--- src/rtl/pat_pkg.sv ---
// Shared definitions for the serial pattern transmitter.
package pat_pkg;

  // One-hot controller states.
  typedef enum logic [2:0] {
    S_IDLE  = 3'b001,
    S_SHIFT = 3'b010,
    S_GAP   = 3'b100
  } state_t;

  // Line levels used when building or idling the serial stream.
  localparam logic B = 1'b1;
  localparam logic C = 1'b0;

  localparam int DEF_WORD_W = 8;
  localparam int DEF_REP_W  = 4;
  localparam int DEF_GAP    = 2;

  // Width of a down-counter that must hold values 0..n-1 (at least one bit).
  function automatic int cnt_w(input int n);
    return (n > 1) ? $clog2(n) : 1;
  endfunction

endpackage

--- src/rtl/pat_piso.sv ---
// Parallel-in serial-out register, MSB first. Exposes the MSB the register
// will hold after this edge so the caller can register it alongside state.
module pat_piso #(
  parameter int WORD_W = 8
) (
  input  logic              clk,
  input  logic              rst,
  input  logic              load,
  input  logic              shift,
  input  logic [WORD_W-1:0] din,
  output logic              msb_next
);

  logic [WORD_W-1:0] sreg;
  logic [WORD_W-1:0] sreg_n;

  // Load has priority over shift; zeros fill in from the LSB side.
  always_comb begin
    sreg_n = sreg;
    if (load) begin
      sreg_n = din;
    end else if (shift) begin
      sreg_n = {sreg[WORD_W-2:0], 1'b0};
    end
  end

  // Shift register storage.
  always_ff @(posedge clk) begin
    if (rst) begin
      sreg <= '0;
    end else begin
      sreg <= sreg_n;
    end
  end

  assign msb_next = sreg_n[WORD_W-1];

endmodule

--- src/rtl/pat_stream_tx.sv ---
// Serial pattern transmitter: accepts a word over valid/ready and sends it
// MSB-first, repeated rep_i times, each repetition followed by GAP idle cycles.
//
// state   | meaning
// S_IDLE  | waiting for a word; word_ready_o high
// S_SHIFT | one valid bit per cycle from the shift register
// S_GAP   | valid-low spacing after a repetition
module pat_stream_tx
  import pat_pkg::*;
#(
  parameter int WORD_W = DEF_WORD_W,
  parameter int REP_W  = DEF_REP_W,
  parameter int GAP    = DEF_GAP
) (
  input  logic              clk_i,
  input  logic              rst_i,
  input  logic [WORD_W-1:0] word_i,
  input  logic [REP_W-1:0]  rep_i,
  input  logic              word_valid_i,
  output logic              word_ready_o,
  output logic              dout_o,
  output logic              valid_o,
  output logic              busy_o,
  output logic              done_o
);

  localparam int BIT_W = cnt_w(WORD_W);
  localparam int GAP_W = cnt_w(GAP);

  state_t            state, state_n;
  logic [BIT_W-1:0]  bit_cnt, bit_cnt_n;
  logic [REP_W-1:0]  rep_cnt, rep_cnt_n;
  logic [GAP_W-1:0]  gap_cnt, gap_cnt_n;
  logic [WORD_W-1:0] hold, hold_n;
  logic [WORD_W-1:0] load_val;
  logic              load, shift, done_n;
  logic              piso_msb;

  pat_piso #(.WORD_W(WORD_W)) u_piso (
    .clk      (clk_i),
    .rst      (rst_i),
    .load     (load),
    .shift    (shift),
    .din      (load_val),
    .msb_next (piso_msb)
  );

  // Next-state, counter and shift-register control.
  always_comb begin
    state_n   = state;
    bit_cnt_n = bit_cnt;
    rep_cnt_n = rep_cnt;
    gap_cnt_n = gap_cnt;
    hold_n    = hold;
    load_val  = hold;
    load      = 1'b0;
    shift     = 1'b0;
    done_n    = 1'b0;
    unique case (state)
      S_IDLE: begin
        if (word_valid_i && word_ready_o) begin
          load      = 1'b1;
          load_val  = word_i;
          hold_n    = word_i;
          rep_cnt_n = (rep_i == '0) ? REP_W'(1) : rep_i;
          bit_cnt_n = BIT_W'(WORD_W - 1);
          state_n   = S_SHIFT;
        end
      end
      S_SHIFT: begin
        if (bit_cnt != '0) begin
          shift     = 1'b1;
          bit_cnt_n = bit_cnt - BIT_W'(1);
        end else begin
          // Last bit of a repetition: rearm the register from the held copy.
          load      = 1'b1;
          bit_cnt_n = BIT_W'(WORD_W - 1);
          rep_cnt_n = rep_cnt - REP_W'(1);
          done_n    = (rep_cnt == REP_W'(1));
          if (GAP > 0) begin
            gap_cnt_n = GAP_W'((GAP > 0) ? GAP - 1 : 0);
            state_n   = S_GAP;
          end else if (rep_cnt != REP_W'(1)) begin
            state_n = S_SHIFT;
          end else begin
            state_n = S_IDLE;
          end
        end
      end
      S_GAP: begin
        if (gap_cnt == '0) begin
          state_n = (rep_cnt != '0) ? S_SHIFT : S_IDLE;
        end else begin
          gap_cnt_n = gap_cnt - GAP_W'(1);
        end
      end
      default: begin
        state_n = S_IDLE;
      end
    endcase
  end

  // State, counters and registered outputs decoded from the next state.
  always_ff @(posedge clk_i) begin
    if (rst_i) begin
      state        <= S_IDLE;
      bit_cnt      <= '0;
      rep_cnt      <= '0;
      gap_cnt      <= '0;
      hold         <= '0;
      dout_o       <= 1'b0;
      valid_o      <= 1'b0;
      word_ready_o <= 1'b0;
      busy_o       <= 1'b0;
      done_o       <= 1'b0;
    end else begin
      state        <= state_n;
      bit_cnt      <= bit_cnt_n;
      rep_cnt      <= rep_cnt_n;
      gap_cnt      <= gap_cnt_n;
      hold         <= hold_n;
      dout_o       <= (state_n == S_SHIFT) ? piso_msb : C;
      valid_o      <= (state_n == S_SHIFT) ? B : C;
      word_ready_o <= (state_n == S_IDLE) ? B : C;
      busy_o       <= (state_n != S_IDLE) ? B : C;
      done_o       <= done_n;
    end
  end

endmodule
--- config.mk ---
export PLATFORM = sky130hd
export DESIGN_NAME = pat_stream_tx
export DESIGN_NICKNAME = d
export VERILOG_FILES = /design/src/rtl/pat_pkg.sv /design/src/rtl/pat_piso.sv /design/src/rtl/pat_stream_tx.sv
export SDC_FILE = /design/constraint.sdc
export NUM_CORES = 1
export LEC_CHECK = 0
export CAP_MARGIN = 10
export CORE_MARGIN = 4
export CORE_UTILIZATION = 25
export CTS_CLUSTER_DIAMETER = 120
export DETAILED_ROUTE_END_ITERATION = 7
export MAX_ROUTING_LAYER = met4
export PLACE_DENSITY = 0.51
export SLEW_MARGIN = 10
export SYNTH_ARGS = -nofsm -noshare
export SYNTH_HDL_FRONTEND = slang
export SYNTH_HIERARCHICAL = 1
export SYNTH_SLANG_ARGS = --single-unit
export TNS_END_PERCENT = 100
--- constraint.sdc ---
create_clock -name clk_i -period 2.8 [get_ports clk_i]
set_clock_uncertainty 0.15 [all_clocks]
set_input_delay 0.7 -clock clk_i [delete_from_list [all_inputs] [get_ports clk_i]]
set_output_delay 0.7 -clock clk_i [all_outputs]
set_load 0.02 [all_outputs]
; ---- Yosys cells after proc, flatten, opt, wreduce, memory -nomap -nowiden
; Index checks and enable logic that the tools add are counted.
[totals]
reg_bits = 32
out_inout_bits = 5
[op_classes]
addsub = 3
eq_ne = 9
n_mux = 27
bitwise_logic = 2
n_reduce_logical = 12
[op_table]
columns = cell, n
row1 = $mux 8, 4
row2 = $mux 3, 5
row3 = $mux 4, 3
row4 = $mux 1, 9
row5 = $pmux 3 s3, 1
row6 = $pmux 4 s2, 1
row7 = $eq 3x1->1 const B, 2
row8 = $eq 3x2->1 const B, 2
row9 = $pmux 3 s2, 1
row10 = $reduce_bool 2->1, 3
row11 = $eq 4x1->1 const B, 1
row12 = $logic_not 4->1, 1
row13 = $ne 2x2->1 const B, 2
row14 = $pmux 1 s2, 2
row15 = $reduce_and 2->1, 2
row16 = $reduce_bool 4->1, 1
row17 = $sub 4x1->4 const B, 1
row18 = $eq 3x3->1 const B, 1
row19 = $ne 3x1->1 const B, 1
row20 = $reduce_and 3->1, 1
row21 = $reduce_bool 3->1, 1
row22 = $reduce_or 3->1, 1
row23 = $sub 3x1->3 const B, 1
row24 = $mux 2, 1
row25 = other kinds (4), 5

; ---- Longest topological paths before layout
[logic_depth]
word_depth = 7
ltp_mapped = 9
depth_no_buf = 8

; ---- By module
; The synthesis kept the hierarchy.
[by_module_without_submodules]
columns = mod, n_inst, cells_per_inst, area_each_um2, seq_area_each_um2
row1 = pat_stream_tx, 1, 116, 1128.6, 480.5
row2 = pat_piso, 1, 37, 372.9, 160.2

; ---- Worst setup path before layout
; No wires, ideal clock.
[synth_timing]
kind = input to register
startpoint = in word_valid_i
endpoint = reg u_piso.sreg[0]
setup_time_ps = 70
arrival_ps = 1982
t_required_ps = 2580
setup_slack_ps = 598
path_stages = 6
n_path_buf = 1
path_cell_list = and3b_1 a22oi_1 inv_1 buf_2 or3b_1 a21oi_1
[synth_via]
elab_chain_cells = 4
word_cells_on_any_way = 7
classes_between = mux: 5 / reduce/logical: 2
[synth_rtl]
columns = element, line
row1 = "start, declared", pat_stream_tx.sv:19  ; input logic word_valid_i,
row2 = $logic_and 1x1->1 (*), pat_stream_tx.sv:61  ; if (word_valid_i && word_ready_o) begin
row3 = $mux 1 (*), pat_stream_tx.sv:61
row4 = $pmux 1 s2 (*), pat_stream_tx.sv:59  ; unique case (state)
row5 = named net load, pat_stream_tx.sv:36  ; logic load, shift, done_n;
row6 = $mux 8 / $reduce_bool 2->1 (equally long branches), --
row7 = "end signal, assigned", pat_piso.sv:32  ; sreg <= sreg_n;
row8 = "end, declared", pat_piso.sv:14  ; logic [WORD_W-1:0] sreg;
; Mark *: on every way through the listed nets, which the timed path passes. The rest lies on a longest branch.
; A chain may end at the register's enable or synchronous reset.

; ---- Worst setup path in the final report
; Same ends and word-level chain as after synthesis.

==> out/summary.txt <==
Status: complete, no violations
Vias in the first global route: 1,087
Pins over their slew limit: 0
Drt wl/cell: 12.09 µm
Initial antenna violation count: 0
Synth unique cells: 40
Synth Register Bits: 32
Placed cell area: 0.001792 mm²
Worst slew pin tran: 0.4401 ns
CTS root buf: clkbuf_8
CP startpoint kind: primary input
Clock buffer depth: 2
Remaining DRCs: 0
CTS tree: yes
Unrepaired setup endpoints after global routing: false
Drt pass-1 iters: 4
Place WS: 0.2369 ns
Mapped cell area: 0.001501 mm²
Syn-to-layout area delta: 25.75%
Detail Placement HPWL: 2.176 mm
Mean post-synth cell area: 9.813 µm²
Pwr Total: 0.001005 W
Max_slew headroom: 70.55%
Fin. Hold Viols: 0
Port bufs: 19
Setup bufs post-CTS: 0
Die Ht: 85.50 µm
Share of layout cells above drive strength 1: 18.44%
Final Setup Violations: 0
CTS Hold Bufs: 0
Sink Count: 32
Critical Path Sink Type: register
Fin crit period: 2.277 ns
Leakage: 0.6646 nW
GRT overflow: 0
Worst hold path class: reg -> reg
H-tree depth: 2
Total GRT Usage: 8.904%
Initial Util: 26.46%
DIE WIDTH: 85.50 µm
Final GP Congestion: 0.7422
Power Density: 532.5 mW/mm²
Core area: 0.005675 mm²
Data arrival, critical path: 2.34 ns
Post-Syn Instances: 153
Setup TNS: 0 ns
Inserted Clock Buffers: 5
Global-route wire length before repair: 5.030 mm
Worst skew pair latency: 0.28 ns
Final critical-path setup slack: 0.5232 ns
Row Count: 27
ANT cells: 0
Register area share after synthesis: 42.67%
Yosys warns: 6
Die area: 0.007309 mm²
Nets: 198
DR vias: 1,126
Final Cell Area: 0.001888 mm²
Critical path peak fanout: 11
Max-Cap Viols: 0
Clock transition at path regs: 0.06 ns
Final WL: 3.035 mm
Fmax achieved: 0.4392 GHz
DRT iter0 DRCs: 35
Vias per inst: 4.486
Critical path required time: 2.86 ns
CTS resizes: 0
IO Count: 20
Largest net degree at the start of global routing: 22
VDD IR max: 163.1 µV
CP Class: in -> reg
Post-route ant nets: 0
Syn Nets: 172
Final Cycle Share: 81.32%
## cell usage in the layout, fill, tap and decap left out, drive strengths merged
master,Yosys,layout
clkdlybuf4s50,0,19
dfxtp,32,32
nor4,2,2
nor2,6,6
buf,6,7
a31oi,1,1
nand3,1,1
and2,2,2
or2,1,1
nand2b,4,4
inv,7,7
or3,1,1
a21oi,8,8
a211oi,11,11
clkbuf,1,7
or3b,2,2
nor3b,3,3
o211ai,2,2
a221oi,1,1
or4b,1,1
a311oi,1,1
o21ai,5,5
mux2i,7,7
mux2,9,9
and3b,1,1
nor2b,18,18
nor3,4,4
nand3b,2,2
nand2,7,7
and2b,1,1
ha,4,4
a22oi,2,2
## cell usage after synthesis
library cell	instances	area share, %
or3b_1	2	1.2
nor4_1	2	0.83
buf_4	1	0.50
nand2_1	7	1.8
clkbuf_2	1	0.33
nand2b_2	1	0.58
or2_2	1	0.42
inv_1	6	1.5
a31oi_1	1	0.42
buf_2	3	1.0
and2_1	1	0.42
inv_2	1	0.25
a22oi_1	2	1.0
ha_1	4	3.3
or3_1	1	0.42
mux2i_1	7	4.7
o211ai_1	2	1.0
nor2b_1	18	7.5
buf_1	1	0.25
nor2_1	5	1.3
dfxtp_1	32	43
nor3b_2	1	0.83
nor3_1	4	1.3
a211oi_1	10	5.0
nor2_2	1	0.42
and3b_1	1	0.58
nand3b_1	2	1.0
nor3b_1	2	1.0
and2_2	1	0.50
nand2b_1	3	1.3
or4b_4	1	0.92
a221oi_4	1	1.8
nand3_1	1	0.33
o21ai_0	5	1.7
mux2_2	9	6.8
a311oi_1	1	0.58
a21oi_1	8	2.7
and2b_2	1	0.58
buf_6	1	0.75
a211oi_2	1	0.83
## flip-flops by register name, summed over array words and instances (netlist names)
signal / cells
hold: 8
u_piso/sreg: 8
rep_cnt: 4
bit_cnt: 3
state: 3
busy_o: 1
done_o: 1
dout_o: 1
gap_cnt: 1
valid_o: 1
word_ready_o: 1
## layer usage
layer,global-route usage [%],up-vias,share of wire (%)
li1,-,587,-
met1,11.38,509,51
met2,12.57,25,43
met3,2.882,5,4.2
met4,4.317,0,1.5
met5,-,-,0
## area by class of cell
cell class,instances,area [µm²]
Clock buffer,7,96.34
Fill cell,603,3787
Inverter,7,26.28
Multi-Input combinational cell,107,792.0
Sequential cell,32,640.6
Tap cell,72,90.09
Timing Repair Buffer,26,242.7
## power breakdown
part	total, W	switching [W]	internal, W
sequential	0.000493	0.0000140	0.000479
combinational	0.000136	0.0000610	0.0000747
clock	0.000377	0.000158	0.000219
## through the flow
stage	hold WS, ns	util (%)	cells
after floorplan	0.2867	-	153
after global placement	0.3031	31.57	244
after detailed placement	0.3022	31.57	244
after CTS	0.3141	33.27	251
after global routing	0.3524	33.27	251
final	0.3101	33.27	251
## path summary, 6_finish.rpt
path | depth (start not counted) | end | slack (ns) | from
min | 1 | bit_cnt[0] | 0.31 | bit_cnt[0]
max | 6 | u_piso/sreg[0] | 0.52 | word_valid_i
min reg2reg | 1 | bit_cnt[0] | 0.31 | bit_cnt[0]
max reg2reg | 5 | u_piso/sreg[6] | 0.63 | state[1]
## critical path: stages
cell             delay, ns
clkdlybuf4s50_1       0.42
and3b_1               0.25
a22oi_1               0.23
inv_1                 0.21
or3b_1                0.39
a21oi_1               0.14
## kinds of logic after synthesis
logic type | count (synthesis) | share of synthesized area (%)
AOI/OAI and AO/OA | 31 | 14.92
adders and majority gates | 4 | 3.333
buffers and inverters | 14 | 4.582
DFF | 32 | 42.67
muxes | 16 | 11.42
and+or+nand+nor | 56 | 23.08
(Power assumes the default switching activity.)
